$ cat src/rtl/ahb_rr_arbiter.sv
// N-way arbiter that selects which channel front-end owns the single AHB master port.
// Round-robin or fixed priority, with an optional per-owner burst lock capped at MAX_BEATS.
module ahb_rr_arbiter #(
  parameter int unsigned N_REQ     = 4,
  parameter int unsigned MAX_BEATS = 8,
  parameter int unsigned PRIO_MODE = 0
) (
  input  logic                     clk,
  input  logic                     reset_n,
  input  logic                     h_clk_en,
  input  logic                     h_ready,
  input  logic [N_REQ-1:0]         req,
  input  logic [N_REQ-1:0]         lock,
  output logic [N_REQ-1:0]         grant,
  output logic [$clog2(N_REQ)-1:0] grant_idx,
  output logic                     busy
);

  localparam int unsigned IdxW = $clog2(N_REQ);
  localparam int unsigned CntW = $clog2(MAX_BEATS + 1);
  localparam logic [CntW-1:0] BeatLast = CntW'(MAX_BEATS - 1);
  localparam logic [IdxW-1:0] PtrInit  = IdxW'(N_REQ - 1);

  typedef enum logic {StIdle, StOwned} state_e;

  state_e            state_q;
  logic [N_REQ-1:0]  grant_q;
  logic [IdxW-1:0]   idx_q;
  logic [IdxW-1:0]   ptr_q;
  logic [CntW-1:0]   beat_q;
  logic              busy_q;

  logic              win_found;
  logic [IdxW-1:0]   win_idx;
  logic              retain;

  // Winner selection; loops run high-to-low so the last hit is the highest-priority one.
  always_comb begin
    int unsigned j;
    win_found = 1'b0;
    win_idx   = '0;
    j         = 0;
    if (PRIO_MODE == 1) begin
      for (int i = N_REQ - 1; i >= 0; i--) begin
        if (req[i]) begin
          win_found = 1'b1;
          win_idx   = IdxW'(i);
        end
      end
    end else begin
      for (int unsigned k = N_REQ; k >= 1; k--) begin
        j = (32'(ptr_q) + k) % N_REQ;
        if (req[j[IdxW-1:0]]) begin
          win_found = 1'b1;
          win_idx   = j[IdxW-1:0];
        end
      end
    end
  end

  // With MAX_BEATS == 1 BeatLast is zero, so the owner can never retain.
  assign retain = lock[idx_q] & req[idx_q] & (beat_q < BeatLast);

  always_ff @(posedge clk) begin
    if (!reset_n) begin
      state_q <= StIdle;
      grant_q <= '0;
      idx_q   <= '0;
      ptr_q   <= PtrInit;
      beat_q  <= '0;
      busy_q  <= 1'b0;
    end else if (h_clk_en) begin
      unique case (state_q)
        StIdle: begin
          if (win_found) begin
            state_q          <= StOwned;
            grant_q          <= '0;
            grant_q[win_idx] <= 1'b1;
            idx_q            <= win_idx;
            ptr_q            <= win_idx;
            beat_q           <= '0;
            busy_q           <= 1'b1;
          end
        end
        StOwned: begin
          // h_ready low: data phase still in progress, grant is held regardless of req.
          if (h_ready) begin
            if (retain) begin
              beat_q <= beat_q + 1'b1;
            end else if (win_found) begin
              grant_q          <= '0;
              grant_q[win_idx] <= 1'b1;
              idx_q            <= win_idx;
              ptr_q            <= win_idx;
              beat_q           <= '0;
            end else begin
              state_q <= StIdle;
              grant_q <= '0;
              beat_q  <= '0;
              busy_q  <= 1'b0;
            end
          end
        end
        default: begin
          state_q <= StIdle;
          grant_q <= '0;
          busy_q  <= 1'b0;
        end
      endcase
    end
  end

  assign grant     = grant_q;
  assign grant_idx = idx_q;
  assign busy      = busy_q;

endmodule
$ cat config.mk
export PLATFORM = sky130hd
export DESIGN_NAME = ahb_rr_arbiter
export DESIGN_NICKNAME = d
export VERILOG_FILES = /design/src/rtl/ahb_rr_arbiter.sv
export SDC_FILE = /design/constraint.sdc
export NUM_CORES = 1
export LEC_CHECK = 0
export BUFFER_PORTS_ARGS = -buffer_cell sky130_fd_sc_hd__buf_4
export CORE_MARGIN = 2
export CORE_UTILIZATION = 53
export CTS_BUF_LIST = sky130_fd_sc_hd__clkbuf_4 sky130_fd_sc_hd__clkbuf_8
export DETAILED_ROUTE_END_ITERATION = 6
export PLACE_DENSITY = 0.8
export SLEW_MARGIN = 10
export SYNTH_ARGS = -nofsm -noshare
export SYNTH_HDL_FRONTEND = slang
export SYNTH_SLANG_ARGS = --single-unit
$ cat constraint.sdc
create_clock -name clk -period 1.9 [get_ports clk]
set_input_delay 0.19 -clock clk [delete_from_list [all_inputs] [get_ports clk]]
set_output_delay 0.19 -clock clk [all_outputs]
set_load 0.02 [all_outputs]
## Yosys cells after proc, flatten, opt, wreduce, memory -nomap -nowiden

Index checks and enable logic that the tools add are counted.

| word-level totals | value |
|---|---|
| bits of input ports | 12 |
| memory bits (read-only) | 0 |
| output and inout bits | 7 |
| word-level logic and storage cells | 79 |
| bits in registers | 14 |
| memories | 0 |
| latch bits | 0 |
| RAM bits | 0 |

| cells by class | value |
|---|---|
| order comparisons | 8 |
| add/sub/neg operators | 5 |
| muxes and demuxes | 48 |
| reductions and logical operators | 5 |
| equal/unequal tests | 4 |
| bitwise operators | 3 |
| $mul | 0 |
| div/mod/pow operators | 0 |
| shift operators | 0 |

Operator list:

| cell | count |
|---|---|
| $mux W4 | 7 |
| $mux W2 | 10 |
| $lt A2 B3 Y1 const B | 6 |
| $mux W1 | 18 |
| $pmux W4 S2 | 2 |
| $bmux W1 S2 | 6 |
| $ne A2 B2 Y1 const B | 4 |
| $pmux W2 S2 | 2 |
| $reduce_and A3 Y1 | 2 |
| $reduce_and A5 Y1 | 1 |
| $add A2 B1 Y2 const B | 2 |
| $add A2 B2 Y2 const B | 2 |
| $add A4 B1 Y4 const B | 1 |
| $lt A4 B3 Y1 const B | 1 |
| $pmux W1 S2 | 2 |
| $reduce_and A4 Y1 | 1 |
| $and A1 B1 Y1 | 2 |
| $demux W1 S2 | 1 |
| $ge A2 B1 Y1 const B | 1 |
| $logic_and A1 B1 Y1 | 1 |
| $not A1 Y1 | 1 |

## Logic depth before layout (Yosys ltp)

Gate-level depths: netlist (run 1).

| logic depth | value |
|---|---|
| depth in word-level cells | 15 |
| gate-level depth with buffers | 5 |
| depth with buffers taken out | 5 |

## Worst setup path after synthesis (run 1)

No wires, ideal clock.

| timing path | value |
|---|---|
| path kind | flip-flop to flip-flop |
| start point | reg idx_q[1], in the netlist grant_idx[1] |
| end point | reg beat_q[3] |
| path slack | 165 ps |
| arrival time | 1665 ps |
| stages on the path, launching flop included | 4 |
| clock period less this slack | 1735 ps |
| required time | 1830 ps |
| library setup time | 70 ps |
| path buffers | 0 |
| cell sequence | dfxtp_1 > mux4_2 > or4_1 > a21oi_1 |

| between the ends | value |
|---|---|
| word-level cells in the longest chain between the ends | 7 |
| elaborated cells on any way between the ends | 9 |
| classes of those cells | 7 x mux; 2 x bitwise |

RTL lines:

| item | line | text |
|---|---|---|
| start, declared | 28 | `logic [IdxW-1:0] idx_q;` |
| start signal, assigned | 79 | `idx_q <= win_idx;` |
| start signal, assigned | 93 | `idx_q <= win_idx;` |
| $bmux W1 S2 | 62 | `assign retain = lock[idx_q] & req[idx_q] & (beat_q < BeatLast);` |
| $mux W1 (not written as such) | 62 |  |
| $and A1 B1 Y1 (*) (2 in series) | 62 |  |
| $mux W4 (*) | 88 | `if (retain) begin` |
| $mux W4 (*) | 87 | `if (h_ready) begin` |
| $pmux W4 S2 (*) | 73 | `unique case (state_q)` |
| end signal, assigned | 89 | `beat_q <= beat_q + 1'b1;` |
| end, declared | 30 | `logic [CntW-1:0] beat_q;` |

Every way passes the cells marked *; elsewhere a longest branch is shown, timed or not. The select of a mux whose other input is x is not followed.
A chain may end at the register's enable or synchronous reset.

## Worst setup path in the final report (run 1)

Ends and elaborated chain as after synthesis.

==> run summary, run 1 <==
Status = completed
Synthesized flop and latch total = 14
Worst path slowest cell = mux4_2
Final Max Slew Viols = 0
Peak supply drop = 0.544 mV
Routed Wire Length = 1650 um
CTS tree = yes
Main synth FF type = dfxtp_1
Area fraction of the dominant cell type after synthesis = 0.384
Clock slew at reported path FFs = 0.09 ns
CP Depth = 3
Initial Utilization = 0.562
WHS Path Cells = 3
Least-Margin Pin Slew = 0.432 ns
All-layer global routing usage = 0.221
Synthesized area = 731 um2
DR WL/cell = 13.2 um
Final period utilization = 0.891
Vias = 724
Vias in the first global route = 620
Ant diodes = 0
RSZ-0062 raised after global routing = no
Largest net degree at the start of global routing = 9
Internal Pwr Total = 508 uW
Area grow syn2layout = 28.1%
GR Overflow Total = 0
Later-pin clock latency in the skew report = 0.29 ns
DRT iter0 DRCs = 14
PortBufs = 18
Share of cells above drive strength 1 = 0.255
Avg Cell Area, Syn = 8.50 um2
CP top delay family = multiplexers
Gate Count Post-Synth = 86
Post-route ant nets = 0
Core area = 1300 um2
Number of synthesized flops with an enable pin = 0
Gate power share = 0.226
TNS Setup = 0 ns
Die Ht = 41.1 um
Final Wtd Congestion = 0.725
Nets = 124
Synth top cells by count = dfxtp_1, nand2_1, inv_1
Boundary Pins = 19
Root buffer cell = clkbuf_4
CTS Buffer Depth = 2
Hpwl dp = 1250 um
Initial antenna violation count = 0
Setup bufs post-CTS = 0
Met2 WL = 722 um
Psw = 210 uW
CP Capture Type = flip-flop
CP arrival = 1.92 ns
Final Worst Setup Slack = 0.208 ns
Worst setup SP type = flip-flop
FMAX = 591 MHz
Worst Path Max Fanout = 6
1st-pass router iterations = 4
Top cells by area, synth = dfxtp_1, nand2_1, o32ai_1, inv_1, or4_1
Number of cell rows = 13
Critical path buffers and inverters = 0
Cell Pwr Density = 767 nW/um2
Clock skew = 0.00104 ns
Multi-input gate area = 420 um2
Num Clock Sinks = 14
Final min period = 1.69 ns
Filler instances = 109
DIE AREA = 1690 um2
Via/cell ratio = 5.79
TritonCTS buffer count = 3
Post-synth top area cell = dfxtp_1
Worst path cell trace = mux4_2 > or4_1 > a21oi_1
Most frequent cell after synthesis = dfxtp_1
Setup CP Type = reg -> reg
Clock power share = 0.316
H-tree levels = 1
CP required = 2.13 ns
DRC viols = 0
Max Cap Viol = 0
R2R cell count = 3
Sw Share = 0.293
Post-CTS Resized = 0
Uppermost routed layer = met4
Register area = 280 um2
Met3 WL post-DR = 115 um
Synthesized Nets = 99
R2r setup slk = 0.21 ns
First-pass GRT wire length = 2390 um
Final Hold Vio Count = 0
Die W = 41.1 um
Worst min-delay path class = in -> reg
Reg power frac = 0.458
Max_slew headroom = 0.711
Fraction of registers with async set/reset = 0
Slowest cell delay on critical path = 0.58 ns
Synthesis Warnings = 0
LEAKAGE = 0.000372 uW
Pre-CTS setup slack = 0.183 ns
Register area share after synthesis = 0.384
Final setup fails = 0
Hold_buf cts = 0
Synth unique cells = 31
M1 wire length = 769 um
==> kinds of logic after synthesis <==
family          after synthesis  synth area share
compound gates               25             0.252
buf+inv                       8            0.0411
simple gates                 35             0.247
mux                           3            0.0599
flops                        14             0.384
fa+ha+maj                     1            0.0171
==> layout make-up <==
type | count | area share
clock buffers | 4 | 0.0388
inverters | 8 | 0.0321
flip-flops and latches | 14 | 0.299
repair buffers | 20 | 0.160
well taps | 15 | 0.0201
multi-input cells | 64 | 0.449
==> metal layers <==
layer  vias up  global-route usage
li1        369                   -
met4         0               0.145
met2        21               0.355
met3         5              0.0489
met5         -                   0
met1       329               0.261
==> flip-flops by register name, summed over array words and instances (netlist names) <==
name and flops:
ptr_q 2, busy 1, state_q 1, grant 4, beat_q 4, grant_idx 2
==> final timing paths <==
| kind | end | from |
|---|---|---|
| worst min-delay path | state_q$_SDFFE_PN0P_ | h_clk_en |
| worst max-delay path | beat_q[3]$_SDFFE_PN0P_ | grant_idx[1]$_SDFFE_PN0P_ |
| worst min register to register | grant[3]$_SDFFE_PN0P_ | grant[3]$_SDFFE_PN0P_ |
| worst max register to register | beat_q[3]$_SDFFE_PN0P_ | grant_idx[1]$_SDFFE_PN0P_ |
==> cells in the final DEF (no fill, tap or decap), drive strengths merged, types with 2 or more instances in the layout <==
| cell | instances |
|---|---|
| buf | 20 |
| nor2b | 2 |
| or4 | 4 |
| nor2 | 5 |
| inv | 8 |
| dfxtp | 14 |
| a2bb2oi | 3 |
| nand2 | 13 |
| o21ai | 3 |
| clkbuf | 4 |
| o32ai | 4 |
| nand2b | 2 |
| o211ai | 2 |
| o21a | 3 |
| nor3 | 2 |
| a21oi | 5 |
==> worst reg2reg max path, delay by kind of cell (launching register included) <==
| kind | cells | cell delay, ns |
|---|---|---|
| compound gates | 1 | 0.14 |
| flops | 1 | 0.38 |
| mux | 1 | 0.58 |
| simple gates | 1 | 0.53 |
==> stage by stage <==
step	instance area, um2	power (uW)	hold slack [ns]	instances	util
floorplan	731	430	0.334	86	-
global placement	900	494	0.443	121	0.691
detailed placement	900	497	0.450	121	0.691
CTS	936	720	0.178	125	0.719
global route	936	746	0.199	125	0.719
finish	936	718	0.185	125	0.719
==> power by group through the flow <==
stage	Clock (uW)	Sequential [uW]	Combinational, uW
after floorplan	0	348	82.2
after global placement	0	335	159
after detailed placement	0	335	162
after CTS	229	328	163
after global routing	238	331	177
final	227	329	163
No activity file was read; power rests on OpenSTA's default activity.
==> run 2, diff against run 1 <==
==> constraint.sdc (replaced) <==
create_clock -name clk -period 1.9 [get_ports clk]
set_input_delay 0.095 -clock clk [delete_from_list [all_inputs] [get_ports clk]]
set_output_delay 0.095 -clock clk [all_outputs]
set_load 0.02 [all_outputs]
==> run 2 against run 1 <==
Net effect: count of clock-buffer cells in the layout did not move; fmax fell by 0.92%; largest power group unchanged; clock power fell by 4%; final cell count did not move; power fell by 1.1%; final area did not move; worst hold slack got worse by 0.093 ns; clock skew rose by 0.0031 ns; flip-flop and latch count did not move.
==> run summary, run 2 (same netlist as run 1, synthesis figures left out) <==
Initial antenna violation count = 0 (unchanged)
Via/cell ratio = 5.70 (-1.7%)
RSZ-0062 raised after global routing = no
Least-Margin Pin Slew = 0.400 ns (-0.0327 ns)
TNS Setup = 0 ns (unchanged)
Later-pin clock latency in the skew report = 0.28 ns (about the same)
Die Ht = 41.1 um (unchanged)
Largest net degree at the start of global routing = 9 (unchanged)
Worst setup SP type = flip-flop
Final Max Slew Viols = 0 (unchanged)
Worst Path Max Fanout = 6 (unchanged)
DRC viols = 0 (unchanged)
Final Wtd Congestion = 0.724 (-0.11%)
CTS Buffer Depth = 2 (unchanged)
Setup bufs post-CTS = 0 (unchanged)
LEAKAGE = 0.000372 uW (unchanged)
Setup CP Type = reg -> reg
R2r setup slk = 0.19 ns (-0.02 ns)
CTS tree = yes
Hpwl dp = 1250 um (-0.10%)
Clock skew = 0.00411 ns (+0.00307 ns)
Routed Wire Length = 1650 um (-0.12%)
TritonCTS buffer count = 3 (unchanged)
Num Clock Sinks = 14 (unchanged)
Area grow syn2layout = 28.1% (unchanged)
H-tree levels = 1 (unchanged)
Root buffer cell = clkbuf_4
PortBufs = 18 (unchanged)
CP required = 2.12 ns (about the same)
Most frequent cells in the layout = buf_4, dfxtp_1, nand2_1
Slowest cell delay on critical path = 0.58 ns (about the same)
First-pass GRT wire length = 2360 um (-1.5%)
GR Overflow Total = 0 (unchanged)
Cell Pwr Density = 758 nW/um2 (-1.1%)
Worst min-delay path class = in -> reg
Worst path cell trace = mux4_2 > or4_1 > a21oi_1
1st-pass router iterations = 4 (unchanged)
Core area = 1300 um2 (unchanged)
Final period utilization = 0.899 (+0.00825)
Peak supply drop = 0.488 mV (-10%)
Hold_buf cts = 0 (unchanged)
DRT iter0 DRCs = 18 (+4)
Hold slack = 0.0923 ns (-0.0928 ns)
Final setup fails = 0 (unchanged)
Vias = 712 (-1.7%)
CP arrival = 1.93 ns (about the same)
Worst path slowest cell = mux4_2
Ant diodes = 0 (unchanged)
Post-CTS Resized = 0 (unchanged)
Clock slew at reported path FFs = 0.09 ns (about the same)
Status = completed
Die W = 41.1 um (unchanged)
Max_slew headroom = 0.731 (+0.0201)
Most common cell after layout, fill and taps aside = buf_4
Critical path buffers and inverters = 0 (unchanged)
Initial Utilization = 0.562 (unchanged)
CP top delay family = multiplexers
Number of cell rows = 13 (unchanged)
Nets = 124 (unchanged)
FMAX = 586 MHz (-0.92%)
Filler instances = 113 (+3.7%)
Final Hold Vio Count = 0 (unchanged)
Post-route ant nets = 0 (unchanged)
Fin area = 936 um2 (unchanged)
CP Capture Type = flip-flop
DIE AREA = 1690 um2 (unchanged)
DR WL/cell = 13.2 um (-0.12%)
Max Cap Viol = 0 (unchanged)
Area after DPL = 900 um2 (unchanged)
Vias in the first global route = 590 (-4.8%)
All-layer global routing usage = 0.218 (-0.00312)
Final min period = 1.71 ns (+0.0157 ns)
Share of cells above drive strength 1 = 0.255 (unchanged)
Boundary Pins = 19 (unchanged)
## run 2: cell counts in the layout (fill, tap and decap cells not counted)
No cell type changed its count.
## run 2: layout make-up
class	count	area, um2	area share
Clock buffer	4	36.3	0.0388
Inverter	8	30.0	0.0321
Multi-Input combinational cell	64	420	0.449
Sequential cell	14	280	0.299
Tap cell	15	18.8	0.0201
Timing Repair Buffer	20	150	0.160
## run 2: worst paths after layout
kind              cells after the start                        end                       from
setup reg to reg                      3     beat_q[0]$_SDFFE_PN0P_  grant_idx[1]$_SDFFE_PN0P_
setup / recovery                      3     beat_q[0]$_SDFFE_PN0P_  grant_idx[1]$_SDFFE_PN0P_
hold reg to reg                       2      grant[1]$_SDFFE_PN0P_      grant[1]$_SDFFE_PN0P_
hold / removal                        3  grant_idx[0]$_SDFFE_PN0P_                    reset_n
## run 2: report_power, final
group          total [uW]  internal [uW]  leakage, uW  switching [uW]
clock network         219            117    0.0000210             102
logic                 162           78.3     0.000237            83.7
registers             329            313     0.000115            16.1
## run 2: through the flow
stage,std cells,worst slack [ns],utilization,power (uW)
finish,125,0.192,0.719,710
global route,125,0.106,0.719,743
CTS,125,0.188,0.719,711
detailed placement,121,0.208,0.691,496
global placement,121,0.273,0.691,494
floorplan,86,0.165,-,430
## run 2: per-layer routing
| metal | track usage | wire length, um |
|---|---|---|
| met5 | 0 | 0 |
| met4 | 0.121 | 28 |
| met3 | 0.0489 | 81 |
| met2 | 0.336 | 747 |
| met1 | 0.278 | 789 |
## run 2: worst min-delay path, cell delays in order
cell       delay, ns
buf_4           0.13
nand2_1         0.06
a2bb2oi_1       0.05
==> run 3, diff against run 2 <==
CORE_UTILIZATION = 48   (was 53)
PLACE_DENSITY = 0.76   (was 0.8)
clock period = 1.38 ns   (was 1.9 ns; I/O delays follow)
==> run 3 against run 2 <==
Net effect: the flow now finishes with violations (negative setup slack); combinational power increased by 96%; final area increased by 22%; worst hold slack got worse by 0.024 ns; worst setup slack got worse by 0.44 ns; critical path type unchanged; largest cell class unchanged.
==> run summary, run 3 (same netlist as run 1, synthesis figures left out) <==
Final min period = 1.63 ns (-0.0824 ns)
DRT iter0 DRCs = 19 (+1)
Clock power share = 0.282 (-0.027)
Area grow syn2layout = 56.7%
Nets = 141 (+14%)
Final setup fails = 12 (+12)
Die Ht = 43.0 um (+4.6%)
Slowest cell delay on critical path = 0.57 ns (about the same)
Hpwl dp = 1370 um (+9.1%)
Via/cell ratio = 5.72 (+0.43%)
DIE AREA = 1850 um2 (+9.4%)
Reg power frac = 0.421 (-0.042)
Clock skew = 0.00653 ns (+0.00242 ns)
Cell Pwr Density = 934 nW/um2 (+23%)
Worst Setup SP = grant_idx[1]$_SDFFE_PN0P_
Pre-CTS setup slack = -0.292 ns (-0.499 ns)
Routed Wire Length = 2120 um (+29%)
Setup CP Type = reg -> reg
DRC viols = 0 (unchanged)
Internal Pwr Total = 755 uW (+49%)
Share of cells above drive strength 1 = 0.449 (+0.194)
Hold_buf cts = 0 (unchanged)
Worst min-delay path class = in -> reg
Hold Path Sink = state_q$_SDFFE_PN0P_
Peak supply drop = 0.800 mV (+64%)
LEAKAGE = 0.000467 uW (+25%)
Root buffer cell = clkbuf_4
Num Clock Sinks = 14 (unchanged)
Final Hold Vio Count = 0 (unchanged)
All-layer global routing usage = 0.231 (+0.0131)
CP Capture Type = flip-flop
Max_slew headroom = 0.671 (-0.0596)
Worst path cell trace = mux4_2 > or4_4 > a21oi_2
Least-Margin Pin Slew = 0.488 ns (+0.0884 ns)
Hold Path Origin = h_clk_en
Core area = 1470 um2 (+13%)
Vias in the first global route = 762 (+29%)
Placed cell count = 134 (+11%)
Gate power share = 0.297 (+0.069)
H-tree levels = 1 (unchanged)
Later-pin clock latency in the skew report = 0.29 ns (about the same)
R2r setup slk = -0.25 ns (-0.44 ns)
DR WL/cell = 14.8 um (+13%)
RSZ-0062 raised after global routing = yes
CTS tree = yes
Max Cap Viol = 0 (unchanged)
Worst setup SP type = flip-flop
PortBufs = 18 (unchanged)
Final Wtd Congestion = 0.788 (+8.7%)
Post-route ant nets = 0 (unchanged)
Ant diodes = 0 (unchanged)
CP arrival = 1.85 ns (-0.08 ns)
Final Worst Setup Slack = -0.245 ns (-0.438 ns)
Die W = 43.0 um (+4.6%)
Number of cell rows = 14 (+1)
Largest net degree at the start of global routing = 9 (unchanged)
Initial antenna violation count = 0 (unchanged)
Reg-to-Reg End = beat_q[1]$_SDFFE_PN0P_
Clock slew at reported path FFs = 0.09 ns (about the same)
Worst path slowest cell = mux4_2
GR Overflow Total = 0 (unchanged)
CP required = 1.60 ns (-0.52 ns)
Initial Utilization = 0.497 (-0.0649)
TritonCTS buffer count = 3 (unchanged)
Psw = 315 uW (+56%)
Final period utilization = 1.18 (+0.279)
CTS Buffer Depth = 2 (unchanged)
First-pass GRT wire length = 3150 um (+34%)
Boundary Pins = 19 (unchanged)
Most frequent cells in the layout = buf_4, nand2_1, dfxtp_1
Sw Share = 0.294 (+0.00937)
R2R cell count = 3 (unchanged)
Failing checks = negative setup slack
Most common cell after layout, fill and taps aside = buf_4
WHS Path Cells = 3 (unchanged)
Fin cells = 143 (+14%)
FMAX = 615 MHz (+5.1%)
Status = complete, but fails checks
Final Max Slew Viols = 0 (unchanged)
Worst Path Max Fanout = 6 (unchanged)
Critical R2R Launch = grant_idx[1]$_SDFFE_PN0P_
Vias = 818 (+15%)
1st-pass router iterations = 4 (unchanged)
run 3: cell types whose count changed in the layout (fill, tap and decap cells not counted), sizes merged:
cell  delta
buf     +17
run 3: power groups by stage:
stage	sequential, uW	combinational, uW	clock, uW
after global placement	457	252	0
after detailed placement	458	258	0
after floorplan	479	113	0
after global routing	453	339	335
final	450	318	302
after CTS	449	291	307
run 3: critical path: cells and delay by family, from the launching register on:
| family | cells | cell delay [ns] |
|---|---|---|
| multiplexers | 1 | 0.57 |
| AND/OR/NAND/NOR | 1 | 0.51 |
| AO/OA/AOI/OAI | 1 | 0.12 |
| flip-flops | 1 | 0.36 |
run 3: area by class of cell:
class	instances	area, um2
repair buffers	37	282
flip-flops and latches	14	285
well taps	16	20.0
multi-input cells	64	492
inverters	8	30.0
fillers	100	327
clock buffers	4	36.3
run 3: repair_timing:
action | CTS | global route
setup endpoints to repair | 12 | 12
pin swaps | 9 | 4
resized for setup | 5 | 11
buffers inserted | 6 | 1
run 3: how the worst max path moves through the flow:
stage                                endpoint  slack, ns
finish                 beat_q[1]$_SDFFE_PN0P_      -0.25
global route            grant[2]$_SDFFE_PN0P_      -0.30
CTS                    beat_q[1]$_SDFFE_PN0P_      -0.24
detailed placement      grant[2]$_SDFFE_PN0P_      -0.29
global placement    grant_idx[1]$_SDFFE_PN0P_      -0.24
floorplan              beat_q[1]$_SDFFE_PN0P_      -0.18
run 3: stage by stage:
stage / hold slack, ns / cell area (um2) / utilization / TNS, ns / power (uW)
2_1_floorplan: 0.205 / 734 / - / -1.78 / 592
3_3_place_gp: 0.365 / 995 / 0.676 / -2.32 / 709
3_5_place_dp: 0.368 / 995 / 0.676 / -2.75 / 716
4_1_cts: 0.0655 / 1090 / 0.744 / -2.10 / 1050
5_1_grt: 0.0837 / 1140 / 0.778 / -3.23 / 1130
6_report: 0.0680 / 1140 / 0.778 / -2.37 / 1070
run 3: layer usage:
layer  vias to the layer above  part of all wire  track usage
met5                         -                 0            0
met4                         0             0.015       0.0909
met3                         4             0.049       0.0638
met2                        30              0.49        0.412
met1                       383              0.44        0.257
li1                        401                 -            -
